## src/rtl/datain_sink_pkg.sv

```systemverilog
// Shared NoC flit field layout and receive-FSM state encoding.
// The field constants are also used by the dataout_buf_* generators.
package datain_sink_pkg;

   localparam int unsigned FLIT_W   = 20;
   localparam int unsigned DEST_LSB = 0;
   localparam int unsigned DEST_W   = 4;
   localparam int unsigned SEQ_LSB  = 4;
   localparam int unsigned SEQ_W    = 8;
   localparam int unsigned SRC_LSB  = 12;
   localparam int unsigned SRC_W    = 8;

   typedef enum logic [1:0] {
      S_IDLE = 2'd0,
      S_RECV = 2'd1,
      S_FULL = 2'd2
   } rx_state_e;

endpackage

```

## src/rtl/datain_sink_sat_cnt16.sv

```systemverilog
// 16-bit event counter with synchronous clear; holds at all-ones instead of wrapping.
module sat_cnt16 (
   input  logic        clk,
   input  logic        rst_n,
   input  logic        clr_i,
   input  logic        en_i,
   output logic [15:0] cnt_o
);

   logic [15:0] cnt_q, cnt_d;

   always_comb begin
      cnt_d = cnt_q;
      if (clr_i)
         cnt_d = '0;
      else if (en_i && (cnt_q != '1))
         cnt_d = cnt_q + 16'd1;
   end

   always_ff @(posedge clk or negedge rst_n) begin
      if (!rst_n)
         cnt_q <= '0;
      else
         cnt_q <= cnt_d;
   end

   assign cnt_o = cnt_q;

endmodule

```

## src/rtl/datain_sink.sv

```systemverilog
// Receive-side NoC endpoint: always accepts flits, checks destination and
// per-source sequence numbers, captures flits into a readable memory.
module datain_sink
   import datain_sink_pkg::*;
#(
   parameter int unsigned DEPTH    = 30,
   parameter int unsigned AW       = 5,
   parameter logic [3:0]  LOCAL_ID = 4'd0,
   parameter int unsigned NUM_SRC  = 4,
   parameter int unsigned EXPECTED = 30
) (
   input  logic              clk,
   input  logic              rst,
   input  logic [FLIT_W-1:0] datain,
   input  logic              in_valid,
   input  logic              clear,
   input  logic [AW-1:0]     rd_addr,
   output logic [FLIT_W-1:0] rd_data,
   output logic [15:0]       rx_cnt,
   output logic [15:0]       dest_err_cnt,
   output logic [15:0]       seq_err_cnt,
   output logic [15:0]       src_err_cnt,
   output logic [15:0]       drop_cnt,
   output logic              done,
   output logic              full
);

   logic [DEST_W-1:0] dest;
   logic [SEQ_W-1:0]  seq;
   logic [SRC_W-1:0]  src;

   assign dest = datain[DEST_LSB +: DEST_W];
   assign seq  = datain[SEQ_LSB  +: SEQ_W];
   assign src  = datain[SRC_LSB  +: SRC_W];

   rx_state_e         state_q, state_d;
   logic [AW-1:0]     wr_ptr_q, wr_ptr_d;
   logic              done_q, done_d;
   logic              mem_we;
   logic [FLIT_W-1:0] mem [DEPTH];
   logic [SEQ_W-1:0]  seq_exp_q [NUM_SRC];
   logic [SEQ_W-1:0]  seq_exp_sel;

   logic        accept, src_bad;
   logic [15:0] rx_next;

   // clear takes priority over a flit arriving in the same cycle
   assign accept  = in_valid && !clear;
   assign src_bad = 32'(src) >= NUM_SRC;
   assign rx_next = rx_cnt + 16'(rx_cnt != '1);

   always_comb begin
      seq_exp_sel = '0;
      for (int unsigned s = 0; s < NUM_SRC; s++)
         if (src == SRC_W'(s))
            seq_exp_sel = seq_exp_q[s];
   end

   sat_cnt16 u_rx   (.clk(clk), .rst_n(rst), .clr_i(clear), .en_i(accept),
                     .cnt_o(rx_cnt));
   sat_cnt16 u_dest (.clk(clk), .rst_n(rst), .clr_i(clear), .en_i(accept && (dest != LOCAL_ID)),
                     .cnt_o(dest_err_cnt));
   sat_cnt16 u_src  (.clk(clk), .rst_n(rst), .clr_i(clear), .en_i(accept && src_bad),
                     .cnt_o(src_err_cnt));
   sat_cnt16 u_seq  (.clk(clk), .rst_n(rst), .clr_i(clear),
                     .en_i(accept && !src_bad && (seq != seq_exp_sel)),
                     .cnt_o(seq_err_cnt));
   sat_cnt16 u_drop (.clk(clk), .rst_n(rst), .clr_i(clear), .en_i(accept && (state_q == S_FULL)),
                     .cnt_o(drop_cnt));

   always_comb begin
      state_d  = state_q;
      wr_ptr_d = wr_ptr_q;
      done_d   = done_q;
      mem_we   = 1'b0;
      if (clear) begin
         state_d  = S_IDLE;
         wr_ptr_d = '0;
         done_d   = 1'b0;
      end else if (in_valid) begin
         done_d = done_q || (rx_next == 16'(EXPECTED));
         if (state_q != S_FULL) begin
            mem_we = 1'b1;
            // pointer parks on the last slot so it never overflows AW bits
            if (wr_ptr_q == AW'(DEPTH - 1)) begin
               state_d = S_FULL;
            end else begin
               state_d  = S_RECV;
               wr_ptr_d = wr_ptr_q + 1'b1;
            end
         end
      end
   end

   always_ff @(posedge clk or negedge rst) begin
      if (!rst) begin
         state_q  <= S_IDLE;
         wr_ptr_q <= '0;
         done_q   <= 1'b0;
      end else begin
         state_q  <= state_d;
         wr_ptr_q <= wr_ptr_d;
         done_q   <= done_d;
      end
   end

   always_ff @(posedge clk or negedge rst) begin
      if (!rst) begin
         for (int unsigned s = 0; s < NUM_SRC; s++)
            seq_exp_q[s] <= 8'h01;
      end else if (clear) begin
         for (int unsigned s = 0; s < NUM_SRC; s++)
            seq_exp_q[s] <= 8'h01;
      end else if (accept && !src_bad) begin
         for (int unsigned s = 0; s < NUM_SRC; s++)
            if (src == SRC_W'(s))
               seq_exp_q[s] <= seq + 8'h01;
      end
   end

   always_ff @(posedge clk) begin
      if (mem_we)
         mem[wr_ptr_q] <= datain;
   end

   always_ff @(posedge clk or negedge rst) begin
      if (!rst)
         rd_data <= '0;
      else if (32'(rd_addr) < DEPTH)
         rd_data <= mem[rd_addr];
      else
         rd_data <= '0;
   end

   assign done = done_q;
   assign full = (state_q == S_FULL);

endmodule

```

## config.mk

```make
export PLATFORM = sky130hd
export DESIGN_NAME = datain_sink
export DESIGN_NICKNAME = d
export VERILOG_FILES = /design/src/rtl/datain_sink_pkg.sv /design/src/rtl/datain_sink_sat_cnt16.sv /design/src/rtl/datain_sink.sv
export SDC_FILE = /design/constraint.sdc
export NUM_CORES = 1
export LEC_CHECK = 0
export CAP_MARGIN = 10
export CORE_MARGIN = 2
export CORE_UTILIZATION = 40
export DETAILED_ROUTE_END_ITERATION = 8
export PLACE_DENSITY = 0.59
export SLEW_MARGIN = 5
export SYNTH_ARGS = -nofsm -noshare
export SYNTH_HDL_FRONTEND = slang
export SYNTH_SLANG_ARGS = --single-unit
```

## constraint.sdc

```tcl
create_clock -name clk -period 2.61 [get_ports clk]
set_clock_uncertainty 0.2 [all_clocks]
set_input_delay 0.6525 -clock clk [delete_from_list [all_inputs] [get_ports clk]]
set_output_delay 0.6525 -clock clk [all_outputs]
set_load 0.01 [all_outputs]
```

## Word-level counts from Yosys, hierarchy flattened

Memories as Yosys holds them, arrays and structs flattened.
Cells that the tools add are included.

| operators by class | value |
|---|---|
| add/subtract/negate cells | 8 |
| magnitude comparators | 2 |
| eq/ne operators | 14 |
| mux-type cells | 36 |
| reductions and logical operators | 34 |

Operators with widths:

| cell | count |
|---|---|
| 16-bit 2-to-1 mux | 10 |
| 16-bit by 1-bit adder with 16-bit output, second input constant | 5 |
| 16-bit inequality test, second input constant | 5 |
| 32-bit 2-to-1 mux | 2 |
| 8-bit 2-to-1 mux | 8 |
| 2-bit nonzero test | 12 |
| 20-bit 2-to-1 mux | 1 |
| 5-bit 2-to-1 mux | 4 |
| 16-bit by 1-bit adder with 16-bit output | 1 |
| 16-bit by 5-bit == test with 1-bit output, second input constant | 1 |
| 8-bit by 2-bit == test with 1-bit output, second input constant | 2 |
| 1-bit logical AND | 11 |
| 2-bit AND reduction | 5 |
| 8-bit by 1-bit adder with 8-bit output, second input constant | 1 |
| 8-bit by 1-bit == test with 1-bit output, second input constant | 1 |
| 8-bit by 3-bit >= comparator with 1-bit output, second input constant | 1 |
| 8-bit logical NOT | 1 |
| 2-bit 2-to-1 mux | 4 |
| 8-bit inequality test | 1 |
| 1-bit 2-to-1 mux | 7 |
| 5-bit by 1-bit adder with 5-bit output, second input constant | 1 |
| 5-bit == test, second input constant | 1 |
| 5-bit < comparator, second input constant | 1 |
| 2-bit inequality test, second input constant | 2 |
| 5 further kinds | 6 |

| word-level totals | value |
|---|---|
| register bits after elaboration | 140 |
| memory bits (writable) | 600 |
| bits of input ports | 29 |
| output and inout bits | 102 |
| logic and storage cells | 108 |
| memories kept | 1 |

Memories:

| memory | words | width | read ports | clocked after memory_dff | wr ports | RTL line | RTL |
|---|---|---|---|---|---|---|---|
| mem | 30 | 20 | 1 | 0 | 1 | datain_sink.sv:40 | `logic [FLIT_W-1:0] mem [DEPTH];` |

## Longest topological paths before layout

| logic depth | value |
|---|---|
| depth in word-level cells | 10 |
| depth in mapped cells | 11 |
| gate-level depth less buffers | 8 |

## Modules after synthesis

Synthesis repeated with hierarchy kept, for this count alone.

| unflattened totals | value |
|---|---|
| cells, all modules | 1706 |
| area total of the unflattened synthesis | 30734.5 um2 |

Modules (own cells, without submodules):

| module | times used | cells each | area an instance (um2) | sequential area each (um2) |
|---|---|---|---|---|
| datain_sink | 1 | 1216 | 26023.7 | 19523.7 |
| sat_cnt16 | 5 | 98 | 942.2 | 400.4 |

## Least setup slack after synthesis

No wires, ideal clock.

| timing | value |
|---|---|
| kind | input port to flip-flop |
| start | in rd_addr[0] |
| end | reg rd_data[0] |
| library setup time | 0.132 ns |
| data arrival time | 2.669 ns |
| required time | 2.278 ns |
| slack | -0.391 ns |
| stages on the path | 8 |
| path buffers | 4 |
| cells stage by stage | clkbuf_1 clkbuf_1 buf_2 buf_2 mux2_2 mux4_2 mux2i_1 nor2_1 |

| on the way | value |
|---|---|
| cells in the longest elaborated chain, start to end | 2 |
| elaborated cells between the ends (all ways) | 3 |
| those cells by class | order compare: 1; mux: 1; memory: 1 |

Ends and longest elaborated chain:

| item | RTL line | RTL |
|---|---|---|
| start, declared | datain_sink.sv:17 | `input logic [AW-1:0] rd_addr,` |
| memory 30 x 20 bit / 5-bit < comparator (equally long branches) | n/a |  |
| 20-bit 2-to-1 mux (*) | datain_sink.sv:129 | `else if (32'(rd_addr) < DEPTH)` |
| end signal, assigned | datain_sink.sv:130 | `rd_data <= mem[rd_addr];` |
| end, declared | datain_sink.sv:18 | `output logic [FLIT_W-1:0] rd_data,` |

Every way passes the cells marked *; elsewhere a longest branch is shown, timed or not.
A chain may end at the register's enable or synchronous reset.

## Worst setup path after layout

| timing | value |
|---|---|
| start | in datain[11] |
| end | reg u_seq.cnt_q[11] (netlist: u_seq.cnt_o[11]) |

| on the way | value |
|---|---|
| cells in the longest elaborated chain, start to end | 4 |

Ends and longest elaborated chain:

| item | RTL line | RTL |
|---|---|---|
| start, declared | datain_sink.sv:14 | `input logic [FLIT_W-1:0] datain,` |
| 8-bit inequality test | datain_sink.sv:66 | `.en_i(accept && !src_bad && (seq != seq_exp_sel)),` |
| 1-bit logical AND | datain_sink.sv:66 |  |
| 1-bit logical AND | datain_sink_sat_cnt16.sv:16 | `else if (en_i && (cnt_q != '1))` |
| 2-bit nonzero test (no line) | n/a |  |
| end signal, assigned | datain_sink_sat_cnt16.sv:24 | `cnt_q <= cnt_d;` |
| end, declared | datain_sink_sat_cnt16.sv:10 | `logic [15:0] cnt_q, cnt_d;` |

No other way between the ends.

==> reports/qor.yml <==
status:
  status: "completed"
clock_tree:
  clockRootBuffer: "clkbuf_16"
  cts-htree-levels: 3
  clk_latency_ps: 640
  cts_buffers: 80
  cts_buffer_depth: 3
  cts_tree: "built"
  clk_pin_slew_ps: 60
  clock-sinks: 740
yosys:
  syn-num-nets: 1719
  synthMuxAreaShare_pct: 15.74
  avgSynthCellArea_um2: 17.92
  synth_top_family_by_area: "multiplexers"
  synth_cells: 1679
  netlist.area_leader.share_pct: 59.89
  synth_xor_area_share_pct: 1.485
  synth_async_sr_flop_share_pct: 18.92
  yosys_warnings: 0
  yosysTopAreaCell: "edfxtp_1"
  netlist_area_um2: 30090
  synthAdderAreaFrac_pct: 0.4575
  ys_top_cells_by_area: "edfxtp_1 (60%), mux4_2 (14%), dfrtp_1 (11%), nor2_1 (1.7%), mux2i_1 (1.3%)"
  ys_seq_area_share_pct: 71.55
  synth_edf_count: 600
  synth_common_cells: "edfxtp_1 (600), mux4_2 (181), nor2_1 (140), dfrtp_1 (136), clkbuf_1 (61)"
  yosysMostFrequentCell: "edfxtp_1"
  synth_compound_area_share_pct: 2.820
  synth.distinct_cells: 58
  synthSimpleGateAreaFrac_pct: 6.446
  yosys_register_bits: 740
  yosys_most_used_dff: "edfxtp_1"
global_routing:
  antenna_found_initial: 1
  grt.overflow.total: 0
  grt_use_total_pct: 19.94
  grt_max_degree: 79
  grt_pass1_wl_um: 115300
  grt_pass1_vias: 17940
die:
  num_rows: 100
  coreArea_um2: 74450
  io_pins: 131
  dieArea_um2: 77420
  die_x_um: 278.3
  initial_core_util_pct: 40.41
  dieHeight_um: 278.3
place:
  gp_congestion: 0.8218
  port_buffers: 130
  dpl.cell_count: 2930
  dp_slack_ps: -870.9
  dp_hpwl_um: 49550
routing:
  first_pass_iters: 5
  ant_nets: 0
  routedWlPerCell_um: 24.69
  drcViolationCount: 0
  dr.first_iter.drc_count: 1658
  vias: 17060
  wl_um: 76200
  via_per_inst: 5.527
worst_setup_path:
  critical_path_class: "input pin to flop"
  cp-startpoint: "datain[11]"
  cp_max_fo: 8
  crit_chain: "clkdlybuf4s50_1, buf_4, buf_4, o21ai_2, a22oi_2, o22ai_2, a211oi_4, buf_6, clkbuf_16, or4_1, a21oi_1"
  arrival_ps: 2930
  r2r_start: "seq_exp_q[12]"
  cpMaxStageDelayCell: "or4_1"
  crit_required_ps: 2950
  regToRegSetupSlack_ps: 90
  startpoint_type: "input pin"
  cpMostUsedCell: "buf_4"
  worst_setup_path_end_kind: "flop"
  max_stage_delay_ps: 510
timing:
  fmax_mhz: 386.9
  relSlewSlack_pct: 50.26
  timing.hold.ws_ps: 245.5
  hold_viol: 0
  fin_ws_ps: 25.04
  period_needed_ps: 2585
  slew_viol_final: 0
  max_slew.worst_pin.slew_ps: 746.1
  fin_crit_sh_pct: 99.04
  setup_viol: 0
final_layout:
  area_growth_pct: 25.53
  ff_latch_area_um2: 21540
  fin_cells: 3086
  fillCellCount: 6046
  multi_input_area_um2: 8327
  drive_gt1_share_pct: 30.72
  nets: 2092
power:
  p_leak_nw: 13.14
  peakVddDrop_mv: 0.4551
  p_per_area_nw_per_um2: 676.1
worst_hold_path:
  hold_path_class: "input pin to flop"
  hp-start: "datain[6]"
run:
  drv_cap: 0
[cell type report]
class                   instances  share of cell area, %
diodes                          1               0.006626
well taps                     969                  3.210
repair buffers                374                  10.50
clock inverters                43                  1.285
clock buffers                 103                  5.635
flip-flops and latches        740                  57.02
inverters                      28                 0.2882
multi-input cells             828                  22.05
[sequential cells by signal, indices dropped and copies added, names as in the netlist]
register	flops
rd_data	20
done	1
wr_ptr_q	5
seq_exp_q	32
u_seq.cnt_o	16
state_q	2
u_drop.cnt_o	16
u_src.cnt_o	16
u_rx.cnt_o	16
mem	600
u_dest.cnt_o	16
[metal layers]
metal  vias up  global-route usage [%]  wire length, um  share of wire [%]
met5         -                       0               11              0.014
met4         2                   4.352             1190                1.6
met3        84                   3.778             4663                6.1
met2       514                   32.23            36800                 48
met1      9047                   28.29            33540                 44
li1       7410                       -                -                  -
[path summary, 6_finish.rpt]
check	to	cells past startpoint
hold reg to reg	seq_exp_q[29]	2
setup / recovery	u_seq.cnt_o[11]	11
hold / removal	mem[6][6]	2
max in group asynchronous	u_seq.cnt_o[4]	3
min in group asynchronous	u_drop.cnt_o[10]	2
setup reg to reg	u_seq.cnt_o[11]	10
[power by group]
group          switching [mW]  internal [mW]
sequential             0.0338           12.9
clock                    4.69           6.44
combinational           0.798          0.712
[critical path: cells and delay by family]
family | cells | cell delay, ps
compound gates | 5 | 730
simple gates | 1 | 510
buf+inv | 5 | 1030
[through the flow]
step / utilization (%) / total power [mW] / setup TNS (ps) / cell area (um^2)
2_1_floorplan: - / 13.84 / -151360 / 30200
3_3_place_gp: 46.79 / 14.62 / -213190 / 34830
3_5_place_dp: 46.79 / 14.65 / -235920 / 34830
4_1_cts: 50.34 / 25.77 / 0 / 37470
5_1_grt: 50.73 / 26.35 / -80.12 / 37760
6_report: 50.73 / 25.54 / 0 / 37770
[placed cells by master (no fill, tap or decap), types with 6 or more instances in the layout]
master / instances
buf_4: 180
nor2_1: 106
a21oi_1: 27
o21ai_0: 54
or3_1: 18
dfrtp_2: 8
ha_1: 10
xnor2_1: 24
nand4_1: 19
dfrtp_1: 128
nand2_1: 51
dlymetal6s2s_1: 16
and4_1: 12
clkbuf_1: 19
nor3_1: 12
o22ai_1: 8
xor2_1: 27
clkdlybuf4s50_1: 105
or4_1: 7
clkbuf_16: 83
bufinv_16: 6
clkinv_1: 7
nor2_2: 31
a211oi_1: 6
nand3b_1: 28
nand2b_1: 24
and3_1: 9
edfxtp_1: 600
o31ai_1: 10
mux4_2: 181
buf_12: 60
inv_1: 27
clkinv_2: 13
mux2_2: 22
clkinvlp_4: 10
nand3_1: 35
mux2i_1: 36
[kinds of logic (layout without fill, tap and decap cells)]
group / after synthesis / in the layout
DFF: 740 / 740
and+or+nand+nor: 383 / 383
muxes: 243 / 243
AOI/OAI and AO/OA: 140 / 140
buffers and inverters: 111 / 548
xor gates and xnor gates: 51 / 51
adders and majority gates: 11 / 11
other: 0 / 1
[timing repair]
item,CTS,global route
pin swaps,0,9
gates resized for setup,7,52
hold buffers,1,0
gates cloned,0,3
setup buffers,0,5
hold endpoints to repair,30,0
setup endpoints to repair,19,41
Power figures use the tool's default switching activity.
